===== src/rtl/setpoint_pkg.sv =====
// Shared definitions for the setpoint controller slice.
//   state_t          FSM state encoding (IDLE=0, DELAY=1, REPEAT=2, BOTH_LOCK=3)
//   DIR_UP/DIR_DOWN  auto-repeat direction encoding
//   DEF_*            default limits and restore value
package setpoint_pkg;

  typedef enum logic [1:0] {
    ST_IDLE      = 2'd0,
    ST_DELAY     = 2'd1,
    ST_REPEAT    = 2'd2,
    ST_BOTH_LOCK = 2'd3
  } state_t;

  localparam logic DIR_UP   = 1'b1;
  localparam logic DIR_DOWN = 1'b0;

  localparam int DEF_SUPERIOR_LIMIT = 500;
  localparam int DEF_INFERIOR_LIMIT = 0;
  localparam int DEF_DEFAULT_VALUE  = 204;

endpackage


===== src/rtl/setpoint_controller_repeat_timer.sv =====
// Hold/auto-repeat timer for the setpoint controller.
// Counts cycles up to the hold delay or the repeat period and keeps a
// saturating count of expiries that selects the fast step size.
//   i_clk             system clock
//   i_reset           synchronous active-high reset
//   i_clear           zero both counters (wins over i_run)
//   i_run             advance the cycle counter
//   i_load_period_sel 0: compare against HOLD_DELAY, 1: against REPEAT_PERIOD
//   o_expire          high in the cycle the counter reaches its terminal value
//   o_fast            repeat count has reached FAST_AFTER
module repeat_timer #(
  parameter int HOLD_DELAY    = 25_000_000,
  parameter int REPEAT_PERIOD = 5_000_000,
  parameter int FAST_AFTER    = 8
) (
  input  logic i_clk,
  input  logic i_reset,
  input  logic i_clear,
  input  logic i_run,
  input  logic i_load_period_sel,
  output logic o_expire,
  output logic o_fast
);

  localparam int MAXL = (HOLD_DELAY > REPEAT_PERIOD) ? HOLD_DELAY : REPEAT_PERIOD;
  localparam int CW   = $clog2(MAXL + 1);
  localparam int RW   = (FAST_AFTER < 1) ? 1 : $clog2(FAST_AFTER + 1);

  logic [CW-1:0] r_cnt;
  logic [RW-1:0] r_rep;
  logic [CW-1:0] w_last;
  logic          w_at_last;

  assign w_last    = i_load_period_sel ? CW'(REPEAT_PERIOD - 1) : CW'(HOLD_DELAY - 1);
  assign w_at_last = (r_cnt == w_last);
  assign o_expire  = i_run & ~i_clear & w_at_last;
  assign o_fast    = (r_rep >= RW'(FAST_AFTER));

  always_ff @(posedge i_clk) begin
    if (i_reset || i_clear) begin
      r_cnt <= '0;
      r_rep <= '0;
    end else if (i_run) begin
      if (w_at_last) begin
        r_cnt <= '0;
        // Repeat count saturates so the fast step sticks for the rest of the hold.
        if (r_rep != RW'(FAST_AFTER)) r_rep <= r_rep + 1'b1;
      end else begin
        r_cnt <= r_cnt + 1'b1;
      end
    end
  end

endmodule


===== src/rtl/setpoint_controller.sv =====
// Setpoint register driven by debounced plus/minus buttons: saturating
// single steps, hold-to-auto-repeat with acceleration, both-button restore.
//   i_clk       system clock
//   i_reset     synchronous active-high reset
//   i_plus      debounced increment level
//   i_minus     debounced decrement level
//   o_register  current setpoint (registered)
//   o_changed   one-cycle pulse when o_register takes a new value
//   o_at_max    o_register == SUPERIOR_LIMIT
//   o_at_min    o_register == INFERIOR_LIMIT
//
// state     | meaning
// IDLE      | waiting for a fresh press or both buttons
// DELAY     | button held, waiting HOLD_DELAY before auto-repeat
// REPEAT    | auto-repeat, one step every REPEAT_PERIOD
// BOTH_LOCK | default restored, waiting for both buttons released
module setpoint_controller
  import setpoint_pkg::*;
#(
  parameter int WIDTH          = 10,
  parameter int SUPERIOR_LIMIT = DEF_SUPERIOR_LIMIT,
  parameter int INFERIOR_LIMIT = DEF_INFERIOR_LIMIT,
  parameter int DEFAULT_VALUE  = DEF_DEFAULT_VALUE,
  parameter int HOLD_DELAY     = 25_000_000,
  parameter int REPEAT_PERIOD  = 5_000_000,
  parameter int FAST_AFTER     = 8,
  parameter int FAST_STEP      = 10
) (
  input  logic             i_clk,
  input  logic             i_reset,
  input  logic             i_plus,
  input  logic             i_minus,
  output logic [WIDTH-1:0] o_register,
  output logic             o_changed,
  output logic             o_at_max,
  output logic             o_at_min
);

  localparam logic [WIDTH-1:0] L_MAX  = WIDTH'(SUPERIOR_LIMIT);
  localparam logic [WIDTH-1:0] L_MIN  = WIDTH'(INFERIOR_LIMIT);
  localparam logic [WIDTH-1:0] L_DEF  = WIDTH'(DEFAULT_VALUE);
  localparam logic [WIDTH-1:0] L_ONE  = WIDTH'(1);
  localparam logic [WIDTH-1:0] L_FAST = WIDTH'(FAST_STEP);

  function automatic logic [WIDTH-1:0] sat_inc(input logic [WIDTH-1:0] v,
                                               input logic [WIDTH-1:0] st);
    logic [WIDTH:0] s;
    s = {1'b0, v} + {1'b0, st};
    return (s > {1'b0, L_MAX}) ? L_MAX : s[WIDTH-1:0];
  endfunction

  function automatic logic [WIDTH-1:0] sat_dec(input logic [WIDTH-1:0] v,
                                               input logic [WIDTH-1:0] st);
    logic [WIDTH:0] floor_v;
    floor_v = {1'b0, L_MIN} + {1'b0, st};
    return ({1'b0, v} < floor_v) ? L_MIN : v - st;
  endfunction

  state_t           r_state;
  logic             r_dir;
  logic [WIDTH-1:0] r_register;
  logic             r_changed;
  logic             r_plus_q;
  logic             r_minus_q;

  logic             w_rise_p, w_rise_m, w_both, w_active;
  logic             w_run, w_clear, w_sel, w_expire, w_fast;
  logic [WIDTH-1:0] w_step_size, w_stepped, w_up1, w_dn1;

  always_comb begin
    w_rise_p    = i_plus & ~r_plus_q;
    w_rise_m    = i_minus & ~r_minus_q;
    w_both      = i_plus & i_minus;
    w_active    = (r_dir == DIR_UP) ? i_plus : i_minus;
    w_run       = (r_state == ST_DELAY) || (r_state == ST_REPEAT);
    w_sel       = (r_state == ST_REPEAT);
    // Timer is held at zero outside DELAY/REPEAT and on any exit from them.
    w_clear     = ~w_run | w_both | ~w_active;
    w_step_size = (w_sel && w_fast) ? L_FAST : L_ONE;
    w_stepped   = (r_dir == DIR_UP) ? sat_inc(r_register, w_step_size)
                                    : sat_dec(r_register, w_step_size);
    w_up1       = sat_inc(r_register, L_ONE);
    w_dn1       = sat_dec(r_register, L_ONE);
  end

  repeat_timer #(
    .HOLD_DELAY   (HOLD_DELAY),
    .REPEAT_PERIOD(REPEAT_PERIOD),
    .FAST_AFTER   (FAST_AFTER)
  ) u_timer (
    .i_clk            (i_clk),
    .i_reset          (i_reset),
    .i_clear          (w_clear),
    .i_run            (w_run),
    .i_load_period_sel(w_sel),
    .o_expire         (w_expire),
    .o_fast           (w_fast)
  );

  always_ff @(posedge i_clk) begin
    if (i_reset) begin
      r_state    <= ST_IDLE;
      r_dir      <= DIR_UP;
      r_register <= L_DEF;
      r_changed  <= 1'b0;
      // Flops start high so a button held through reset is not seen as a press.
      r_plus_q   <= 1'b1;
      r_minus_q  <= 1'b1;
    end else begin
      r_plus_q  <= i_plus;
      r_minus_q <= i_minus;
      r_changed <= 1'b0;
      case (r_state)
        ST_IDLE: begin
          if (w_both) begin
            r_register <= L_DEF;
            r_changed  <= (r_register != L_DEF);
            r_state    <= ST_BOTH_LOCK;
          end else if (w_rise_p && !i_minus) begin
            r_register <= w_up1;
            r_changed  <= (w_up1 != r_register);
            r_dir      <= DIR_UP;
            r_state    <= ST_DELAY;
          end else if (w_rise_m && !i_plus) begin
            r_register <= w_dn1;
            r_changed  <= (w_dn1 != r_register);
            r_dir      <= DIR_DOWN;
            r_state    <= ST_DELAY;
          end
        end
        ST_DELAY, ST_REPEAT: begin
          if (w_both) begin
            r_register <= L_DEF;
            r_changed  <= (r_register != L_DEF);
            r_state    <= ST_BOTH_LOCK;
          end else if (!w_active) begin
            r_state <= ST_IDLE;
          end else if (w_expire) begin
            r_register <= w_stepped;
            r_changed  <= (w_stepped != r_register);
            r_state    <= ST_REPEAT;
          end
        end
        ST_BOTH_LOCK: begin
          if (!i_plus && !i_minus) r_state <= ST_IDLE;
        end
      endcase
    end
  end

  assign o_register = r_register;
  assign o_changed  = r_changed;
  assign o_at_max   = (r_register == L_MAX);
  assign o_at_min   = (r_register == L_MIN);

endmodule

===== config.mk =====
export PLATFORM = sky130hd
export DESIGN_NAME = setpoint_controller
export DESIGN_NICKNAME = d
export VERILOG_FILES = /design/src/rtl/setpoint_pkg.sv /design/src/rtl/setpoint_controller_repeat_timer.sv /design/src/rtl/setpoint_controller.sv
export SDC_FILE = /design/constraint.sdc
export NUM_CORES = 1
export LEC_CHECK = 0
export CAP_MARGIN = 20
export CORE_UTILIZATION = 55
export DETAILED_ROUTE_END_ITERATION = 10
export GPL_TIMING_DRIVEN = 0
export PLACE_DENSITY = 0.77
export SLEW_MARGIN = 5
export SYNTH_ARGS = -nofsm -noshare
export SYNTH_HDL_FRONTEND = slang
export SYNTH_SLANG_ARGS = --single-unit

===== constraint.sdc =====
create_clock -name i_clk -period 10.8 [get_ports i_clk]
set_input_delay 2.16 -clock i_clk [delete_from_list [all_inputs] [get_ports i_clk]]
set_output_delay 2.16 -clock i_clk [all_outputs]
set_load 0.005 [all_outputs]

==> flow_metrics.env <==
export IMPL_status="complete, no violations"
export IMPL_hold_path_startpoint="u_timer.r_cnt[19]"
export IMPL_grt_usage=0.329
export IMPL_io_buffers=14
export IMPL_final_antenna_net_count=0
export IMPL_post_route_period_util=0.441
export IMPL_core_area_mm2=0.00649
export IMPL_r2r_end="o_register[2]"
export IMPL_ctsLongestPathBuffers=2
export IMPL_root_buffer="clkbuf_8"
export IMPL_dieArea_mm2=0.00723
export IMPL_post_drt_wl_per_cell_um=18.6
export IMPL_viasPerCell=6.69
export IMPL_synth_xor_area_frac=0.0923
export IMPL_fin_worst_hold_slack_ns=0.521
export IMPL_dpl_hpwl_um=8560
export IMPL_ios=17
export IMPL_finClkSkew_ns=0.00961
export IMPL_cts_resized=0
export IMPL_place_inst=612
export IMPL_layout_min_cycle_time_ns=4.77
export IMPL_syn_nets=542
export IMPL_synth_top_family_by_area="simple AND/OR/NAND/NOR gates"
export IMPL_mostFrequentLayoutCell="nor2_1"
export IMPL_setup_viol=0
export IMPL_required_ns=8.64
export IMPL_clkSinkCount=45
export IMPL_power_leakage_nw=1.37
export IMPL_maxCapViolCount=0
export IMPL_ys_seq_area_frac=0.237
export IMPL_synth_area_mm2=0.00379
export IMPL_startpoint_type="flop"
export IMPL_grt_pass1_vias=3779
export IMPL_die_y_um=85.1
export IMPL_critPathBufInv=2
export IMPL_hold_depth=2
export IMPL_netlist_instances=520
export IMPL_clkSlewWorstSetupHoldPaths_ns=0.08
export IMPL_reg2regPathDepth=15
export IMPL_fillers=625
export IMPL_drt_iter0_drc=629
export IMPL_slew_violations=0
export IMPL_routed_wl_um=11500
export IMPL_ys_flop_type="dfxtp_1"
export IMPL_num_vias=4132
export IMPL_synth_cell_types=65
export IMPL_synth_edff_count=0
export IMPL_syn_to_final_growth_pct=8.28
export IMPL_max_slew_margin_rel=0.457
export IMPL_drc=0
export IMPL_r2r_setup_slack_ns=6.64
export IMPL_synth_fa_ha_area_frac=0.0633
export IMPL_timing_fmax_ghz=0.210
export IMPL_initial_core_util=0.584
export IMPL_gp_congestion=0.988
export IMPL_critPathSlowestCell="or4_1"
export IMPL_hold_violations=0
export IMPL_synthArstFlopShare=0
export IMPL_peakVddDrop_mv=0.174
export IMPL_crit_chain="clkbuf_1 > nand2_1 > or4_1 > nor2_1 > clkdlybuf4s50_1"
export IMPL_n_antenna_cell=0
export IMPL_critPathKind="reg -> out"
export IMPL_clk_latency_ns=0.30
export IMPL_grt_start_max_net_pins=13
export IMPL_hold_buffers=0
export IMPL_drt_pre_antenna_iters=6
export IMPL_die_w_um=85.1
export IMPL_grt_remaining_overflow=0
export IMPL_hold_path_class="reg -> reg"
export IMPL_h_tree_depth=2
export IMPL_antenna_found_initial=0
export IMPL_row_count=29
export IMPL_cts_inserted_buffers=5
export IMPL_synth_compound_area_share=0.234
export IMPL_nets=564
export IMPL_critical_path_max_stage_delay_ns=0.63
export IMPL_tightestPinTransition_ns=0.809
export IMPL_synth_mux_area_frac=0.0132
export IMPL_rsz0062_at_grt="false"
export IMPL_cp_max_fo=10
export IMPL_crit_family="simple AND/OR/NAND/NOR gates"
export IMPL_fin_setup_tns_ns=0
export IMPL_postCtsSetupRepairBufs=0
export IMPL_synthSimpleGateAreaFrac=0.302
export IMPL_powerDensity_mw_per_mm2=215
export IMPL_yosys_warnings=0
export IMPL_layout_common_cells="nor2_1, nand2_1, dfxtp_1"
export IMPL_final_layout_size_suffix_gt1_frac=0.0425
export IMPL_stdcell_count=618
export IMPL_worstPathArrival_ns=2.61
export IMPL_end_kind="output pin"
export IMPL_syn_area_per_cell_um2=7.30
export IMPL_ys_ff_latch=45
export IMPL_grt_pass1_wl_um=18900
export IMPL_cts_tree="yes"
export IMPL_r2r_start="r_state[0]"
export IMPL_holdPathEnd="u_timer.r_cnt[19]"
[report_power, final]
| group | internal (W) | switching (W) |
|---|---|---|
| clock network | 0.0000427 | 0.0000553 |
| logic | 0.000212 | 0.000358 |
| registers | 0.000188 | 0.0000282 |
[worst reg2reg max path, stage by stage (launching register included)]
cell and delay, ns:
dfxtp_1 0.37, inv_1 0.09, ha_1 0.26, nand2_1 0.29
ha_1 0.24, inv_1 0.05, fa_1 0.50, nor3b_1 0.34
nor2_1 0.16, xnor2_1 0.29, or4_1 0.18, clkbuf_1 0.25
nand4_1 0.16, a31oi_1 0.23, or4b_1 0.45, a31o_1 0.22
[cells in the mapped netlist (4+ instances only)]
master,n,area share
a211oi_1,12,0.024
a21oi_1,30,0.040
a311oi_1,6,0.014
a31oi_1,8,0.013
and2_1,4,0.0066
and3_1,10,0.016
buf_1,4,0.0040
clkbuf_1,26,0.026
dfxtp_1,45,0.24
ha_1,16,0.053
inv_1,17,0.017
mux2i_1,5,0.013
nand2_1,51,0.050
nand2b_1,5,0.0082
nand3_1,18,0.024
nand4_1,9,0.015
nor2_1,62,0.061
nor2b_1,7,0.012
nor3_1,18,0.024
nor3b_1,5,0.0099
nor4_1,4,0.0066
o21ai_0,30,0.040
o22ai_1,4,0.0066
o311ai_0,4,0.0092
o31ai_1,5,0.0099
or2_2,5,0.0082
or3_1,8,0.013
xnor2_1,19,0.044
xor2_1,21,0.048
[stage by stage]
stage          utilization  worst slack (ns)  instance area [um2]  power [W]
2_1_floorplan            -              6.93                 3790   0.000602
3_3_place_gp         0.620              6.04                 4030   0.000763
3_5_place_dp         0.621              6.04                 4030   0.000766
4_1_cts              0.632              6.07                 4110   0.000865
5_1_grt              0.632              5.97                 4110   0.000938
6_report             0.632              6.03                 4110   0.000885
[logic make-up (layout without fill, tap and decap cells)]
| logic type | count (synthesis) | count (layout) |
|---|---|---|
| xor gates and xnor gates | 40 | 40 |
| AOI/OAI and AO/OA | 133 | 133 |
| adders and majority gates | 18 | 18 |
| muxes | 5 | 5 |
| buffers and inverters | 54 | 75 |
| and+or+nand+nor | 225 | 225 |
| DFF | 45 | 45 |
[sequential cells by signal (all words and copies together) (netlist names)]
signal,cells
r_state,2
r_minus_q,1
r_plus_q,1
u_timer.r_cnt,25
r_dir,1
o_changed,1
u_timer.r_rep,4
o_register,10
[per-layer routing]
metal | track usage | vias to the layer above | part of all wire
met2 | 0.494 | 256 | 0.43
met4 | 0.0724 | 0 | 0.015
li1 | - | 1930 | -
met1 | 0.480 | 1919 | 0.45
met5 | 0 | - | 0
met3 | 0.0710 | 27 | 0.11
[cell type report]
| class | instances | area, um2 | share of cell area |
|---|---|---|---|
| Timing Repair Buffer | 15 | 144 | 0.0350 |
| Tap cell | 77 | 96.3 | 0.0235 |
| Multi-Input combinational cell | 421 | 2670 | 0.650 |
| Buffer | 35 | 150 | 0.0366 |
| Clock inverter | 1 | 5.00 | 0.00122 |
| Inverter | 19 | 71.3 | 0.0174 |
| Sequential cell | 45 | 901 | 0.219 |
| Clock buffer | 5 | 68.8 | 0.0168 |
[worst max path at each step]
stage | from | endpoint | slack (ns) | cells after the start
after floorplan | i_plus | o_register[2] | 6.93 | 7
after detailed placement | i_plus | o_register[2] | 6.04 | 8
after global placement | i_plus | o_register[2] | 6.04 | 8
final | o_register[5] | o_at_max | 6.03 | 5
after CTS | o_register[5] | o_at_max | 6.07 | 5
after global routing | o_register[5] | o_at_max | 5.97 | 5
Power figures use the tool's default switching activity.
==> variant 1 (same settings) <==
The parameter `WIDTH` goes from 10 to 5.
--- a/src/rtl/setpoint_controller.sv
+++ b/src/rtl/setpoint_controller.sv
@@ -17,7 +17,7 @@
 module setpoint_controller
   import setpoint_pkg::*;
 #(
-  parameter int WIDTH          = 10,
+  parameter int WIDTH          = 5,
   parameter int SUPERIOR_LIMIT = DEF_SUPERIOR_LIMIT,
   parameter int INFERIOR_LIMIT = DEF_INFERIOR_LIMIT,
   parameter int DEFAULT_VALUE  = DEF_DEFAULT_VALUE,
Ports: changed (resized o_register); port bits go from 17 to 12. No check against the original RTL was run, so the function may have changed too.
==> variant 1 against the unedited design <==
Sequential cell count fell by 5. Area after synthesis fell by 22%. Design area fell by 20%. Worst setup slack improved by 0.38 ns. Routed wire length fell by 39%. Power fell by 28%. Combinational power fell by 41%. Critical path type unchanged. Critical endpoint unchanged.
==> variant 1: results (changes against the unedited design) <==
================================================================================
Result of the run ................................................. finished, final reports clean   unchanged
Detailed placement HPWL ...........................................      5.12 mm   was 8.56 mm
Routability-driven placement congestion ratio .....................        0.867   was 0.988
DR pass1 iterations ...............................................            5   was 6
Grt met1 use ......................................................        40.3%   was 48.0%
Share of the synthesized area in compound gates (AO/OA/AOI/OAI) ...        18.5%   was 23.4%
Fill cell instance count of the final layout ......................          436   was 625
Static Leak .......................................................      1.13 nW   was 1.37 nW
Hold Startpoint ................................................... r_state[1]$_SDFFE_PP0P_   was u_timer.r_cnt[19]$_SDFFE_PP0N_
Net switching power ...............................................   0.000275 W   was 0.000442 W
Initial drt markers ...............................................          330   was 629
Routed length on met3 .............................................       510 um   was 1.26 mm
End point of the worst hold path .................................. r_state[1]$_SDFFE_PP0P_   was u_timer.r_cnt[19]$_SDFFE_PP0N_
Synthesized netlist net count .....................................          402   was 542
Worst clock skew ..................................................    0.0105 ns   was 0.00961 ns
Met3 track demand over resource ...................................        5.16%   was 7.10%
Register-to-Register Setup Slack ..................................      6.76 ns   was 6.64 ns
Kind of cell with the highest combined delay on the critical path . buffers and inverters   was simple AND/OR/NAND/NOR gates
Critical path launch point ........................................ o_register[2]$_SDFFE_PP1P_   was o_register[5]$_SDFFE_PP0P_
Register share of total power .....................................        27.1%   was 24.4%
Share of synthesized area spent on multiplexers ...................        1.39%   was 1.32%
Data arrival time of the critical path ............................      2.23 ns   was 2.61 ns
Sum of routed wire length over all layers .........................      7.03 mm   was 11.5 mm
Synth area leaders ................................................ sky130_fd_sc_hd__dfxtp_1, sky130_fd_sc_hd__ha_1, sky130_fd_sc_hd__nor2_1   was sky130_fd_sc_hd__dfxtp_1, sky130_fd_sc_hd__nor2_1, sky130_fd_sc_hd__ha_1
Fraction of synthesized cell area in xor and xnor cells ...........        10.0%   was 9.23%
Number of cells on the worst reg-to-reg path ......................           12   was 15
Maximum VDD drop ..................................................       173 uV   was 174 uV
Routing usage on met2 .............................................        38.0%   was 49.4%
Global-route wire length before repair ............................      11.6 mm   was 18.9 mm
Met2 wire length ..................................................      3.01 mm   was 4.95 mm
Fin nets ..........................................................          418   was 564
Number of global-route vias before repair .........................         2368   was 3779
Share of layout cells above drive strength 1 ......................        5.56%   was 4.25%
================================================================================
variant 1: changes by cell type after synthesis, sizes merged, moves of 6 or more:
cell and change:
o21ai -16, nor2 -8, a21oi -24, clkbuf -11, a211oi -7, nand2 -31
or3 -6
variant 1: stage by stage:
step / cell area [um^2] / setup WS, ns / total power [W] / std cells
after floorplan: 2970 / 6.86 / 0.000418 / 379
after detailed placement: 3150 / 6.43 / 0.000502 / 458
after global placement: 3150 / 6.44 / 0.000496 / 458
final: 3270 / 6.41 / 0.000640 / 466
after global routing: 3270 / 6.28 / 0.000680 / 466
after CTS: 3270 / 6.42 / 0.000634 / 466
variant 1: final cells by class:
type | count | area [um^2] | area share, %
well taps | 70 | 87.6 | 2.68
clock inverters | 3 | 46.3 | 1.42
inverters | 15 | 56.3 | 1.72
clock buffers | 5 | 68.8 | 2.11
multi-input cells | 301 | 2020 | 61.7
plain buffers | 23 | 100 | 3.07
repair buffers | 9 | 90.1 | 2.76
flip-flops and latches | 40 | 801 | 24.5
==> variant 2 (same flow settings) <==
Without the edit above. Register the input `i_minus` before use. The logic sees it one clock later. The other inputs are not delayed to match.
--- a/src/rtl/setpoint_controller.sv
+++ b/src/rtl/setpoint_controller.sv
@@ -42,6 +42,12 @@
   localparam logic [WIDTH-1:0] L_ONE  = WIDTH'(1);
   localparam logic [WIDTH-1:0] L_FAST = WIDTH'(FAST_STEP);
 
+  logic i_minus_q;
+
+  always_ff @(posedge i_clk) begin
+    i_minus_q <= i_minus;
+  end
+
   function automatic logic [WIDTH-1:0] sat_inc(input logic [WIDTH-1:0] v,
                                                input logic [WIDTH-1:0] st);
     logic [WIDTH:0] s;
@@ -69,9 +75,9 @@
 
   always_comb begin
     w_rise_p    = i_plus & ~r_plus_q;
-    w_rise_m    = i_minus & ~r_minus_q;
-    w_both      = i_plus & i_minus;
-    w_active    = (r_dir == DIR_UP) ? i_plus : i_minus;
+    w_rise_m    = i_minus_q & ~r_minus_q;
+    w_both      = i_plus & i_minus_q;
+    w_active    = (r_dir == DIR_UP) ? i_plus : i_minus_q;
     w_run       = (r_state == ST_DELAY) || (r_state == ST_REPEAT);
     w_sel       = (r_state == ST_REPEAT);
     // Timer is held at zero outside DELAY/REPEAT and on any exit from them.
@@ -108,7 +114,7 @@
       r_minus_q  <= 1'b1;
     end else begin
       r_plus_q  <= i_plus;
-      r_minus_q <= i_minus;
+      r_minus_q <= i_minus_q;
       r_changed <= 1'b0;
       case (r_state)
         ST_IDLE: begin
@@ -116,7 +122,7 @@
             r_register <= L_DEF;
             r_changed  <= (r_register != L_DEF);
             r_state    <= ST_BOTH_LOCK;
-          end else if (w_rise_p && !i_minus) begin
+          end else if (w_rise_p && !i_minus_q) begin
             r_register <= w_up1;
             r_changed  <= (w_up1 != r_register);
             r_dir      <= DIR_UP;
@@ -142,7 +148,7 @@
           end
         end
         ST_BOTH_LOCK: begin
-          if (!i_plus && !i_minus) r_state <= ST_IDLE;
+          if (!i_plus && !i_minus_q) r_state <= ST_IDLE;
         end
       endcase
     end
Behaviour: not the same (a bounded check fails within 4 cycles, from zero or initial values and one cycle with i_reset high).
==> variant 2 against the unedited design <==
Area after synthesis is 0.53% higher. Worst setup slack got worse by 0.00091 ns. Critical path depth unchanged. Power is 3.1% higher. Largest power group unchanged. Routed wire length increased by 1.8%. Largest cell class unchanged. Critical endpoint unchanged. Design area grew 1.3%. Sequential cell count is 1 higher. Sequential share of layout area up 0.19 points. Critical path type unchanged. Hold slack got worse by 0.0084 ns.
==> variant 2: results (changes against the unedited design) <==
==================================================================================================
Slew at the pin closest to its max-slew limit .......................................     0.882 ns   was 0.809 ns
Worst clock skew ....................................................................    0.0121 ns   was 0.00961 ns
Place WS ............................................................................      6.01 ns   was 6.04 ns
Average wire per standard cell ......................................................      18.8 um   was 18.6 um
Number of synthesized register bits .................................................           46   was 45
Static Leak .........................................................................      1.41 nW   was 1.37 nW
Net switching power .................................................................   0.000461 W   was 0.000442 W
Maximum number of pins on one net before global-route repair ........................           16   was 13
Fill cell instance count of the final layout ........................................          599   was 625
End point of the worst hold path .................................................... u_timer.r_cnt[17]$_SDFFE_PP0N_   was u_timer.r_cnt[19]$_SDFFE_PP0N_
Sum of routed wire length over all layers ...........................................      11.7 mm   was 11.5 mm
Result of the run ................................................................... finished, final reports clean   unchanged
Routed length on met1 ...............................................................      5.42 mm   was 5.12 mm
Total vias in the final route .......................................................         4062   was 4132
Met3 track demand over resource .....................................................        7.00%   was 7.10%
Net switching fraction of the power .................................................        50.5%   was 49.9%
Fin nets ............................................................................          566   was 564
Synth area leaders .................................................................. sky130_fd_sc_hd__dfxtp_1, sky130_fd_sc_hd__nor2_1, sky130_fd_sc_hd__ha_1   unchanged
Routing usage on met2 ...............................................................        47.3%   was 49.4%
Global Route Usage Sum ..............................................................        32.8%   was 32.9%
Final design utilization ............................................................        63.7%   was 63.2%
Global-route wire length before repair ..............................................      18.8 mm   was 18.9 mm
Grt met1 use ........................................................................        48.1%   was 48.0%
Routed length on met3 ...............................................................      1.21 mm   was 1.26 mm
Leading post-synthesis cells by instance count ...................................... sky130_fd_sc_hd__nor2_1, sky130_fd_sc_hd__nand2_1, sky130_fd_sc_hd__dfxtp_1   unchanged
Minimum hold slack ..................................................................     0.513 ns   was 0.521 ns
Repair and plain buffers ............................................................           51   was 50
Clock transition time at the flip-flop clock pins of the worst setup and hold paths .      0.10 ns   was 0.08 ns
Share of layout cells above drive strength 1 ........................................        4.59%   was 4.25%
Number of global-route vias before repair ...........................................         3734   was 3779
Total placed instance area ..........................................................    4060 um^2   was 4030 um^2
Detailed placement HPWL .............................................................      8.66 mm   was 8.56 mm
Combinational-cell power consumption ................................................   0.000584 W   was 0.000571 W
Synthesized instance count ..........................................................          521   was 520
Routability-driven placement congestion ratio .......................................         1.04   was 0.988
Layout clock area frac ..............................................................        2.16%   was 1.80%
I/O Buffers .........................................................................           15   was 14
Hold Startpoint ..................................................................... u_timer.r_cnt[17]$_SDFFE_PP0N_   was u_timer.r_cnt[19]$_SDFFE_PP0N_
Met2 wire length ....................................................................      4.84 mm   was 4.95 mm
Initial drt markers .................................................................          474   was 629
==================================================================================================
-- variant 2: changes by cell type in the layout (fill, tap and decap cells not counted), sizes merged --
cell           delta
buf               -1
clkdlybuf4s50     +1
clkinv            +1
clkinvlp          +1
dfxtp             +1
dlymetal6s2s      +1
-- variant 2: logic make-up (layout without fill, tap and decap cells) --
logic type	after synthesis	in the layout	synth area share, %
xor+xnor	40	40	9.19
buf+inv	54	78	5.81
flops	46	46	24.1
mux	5	5	1.31
simple gates	225	225	30.0
compound gates	133	133	23.2
fa+ha+maj	18	18	6.30
-- variant 2: worst max-delay path, cell delays in order (launching register included) --
cell,delay (ns)
sky130_fd_sc_hd__dfxtp_1,0.38
sky130_fd_sc_hd__clkbuf_1,0.35
sky130_fd_sc_hd__nand2_1,0.31
sky130_fd_sc_hd__or4_1,0.60
sky130_fd_sc_hd__nor2_1,0.14
sky130_fd_sc_hd__clkdlybuf4s50_1,0.51
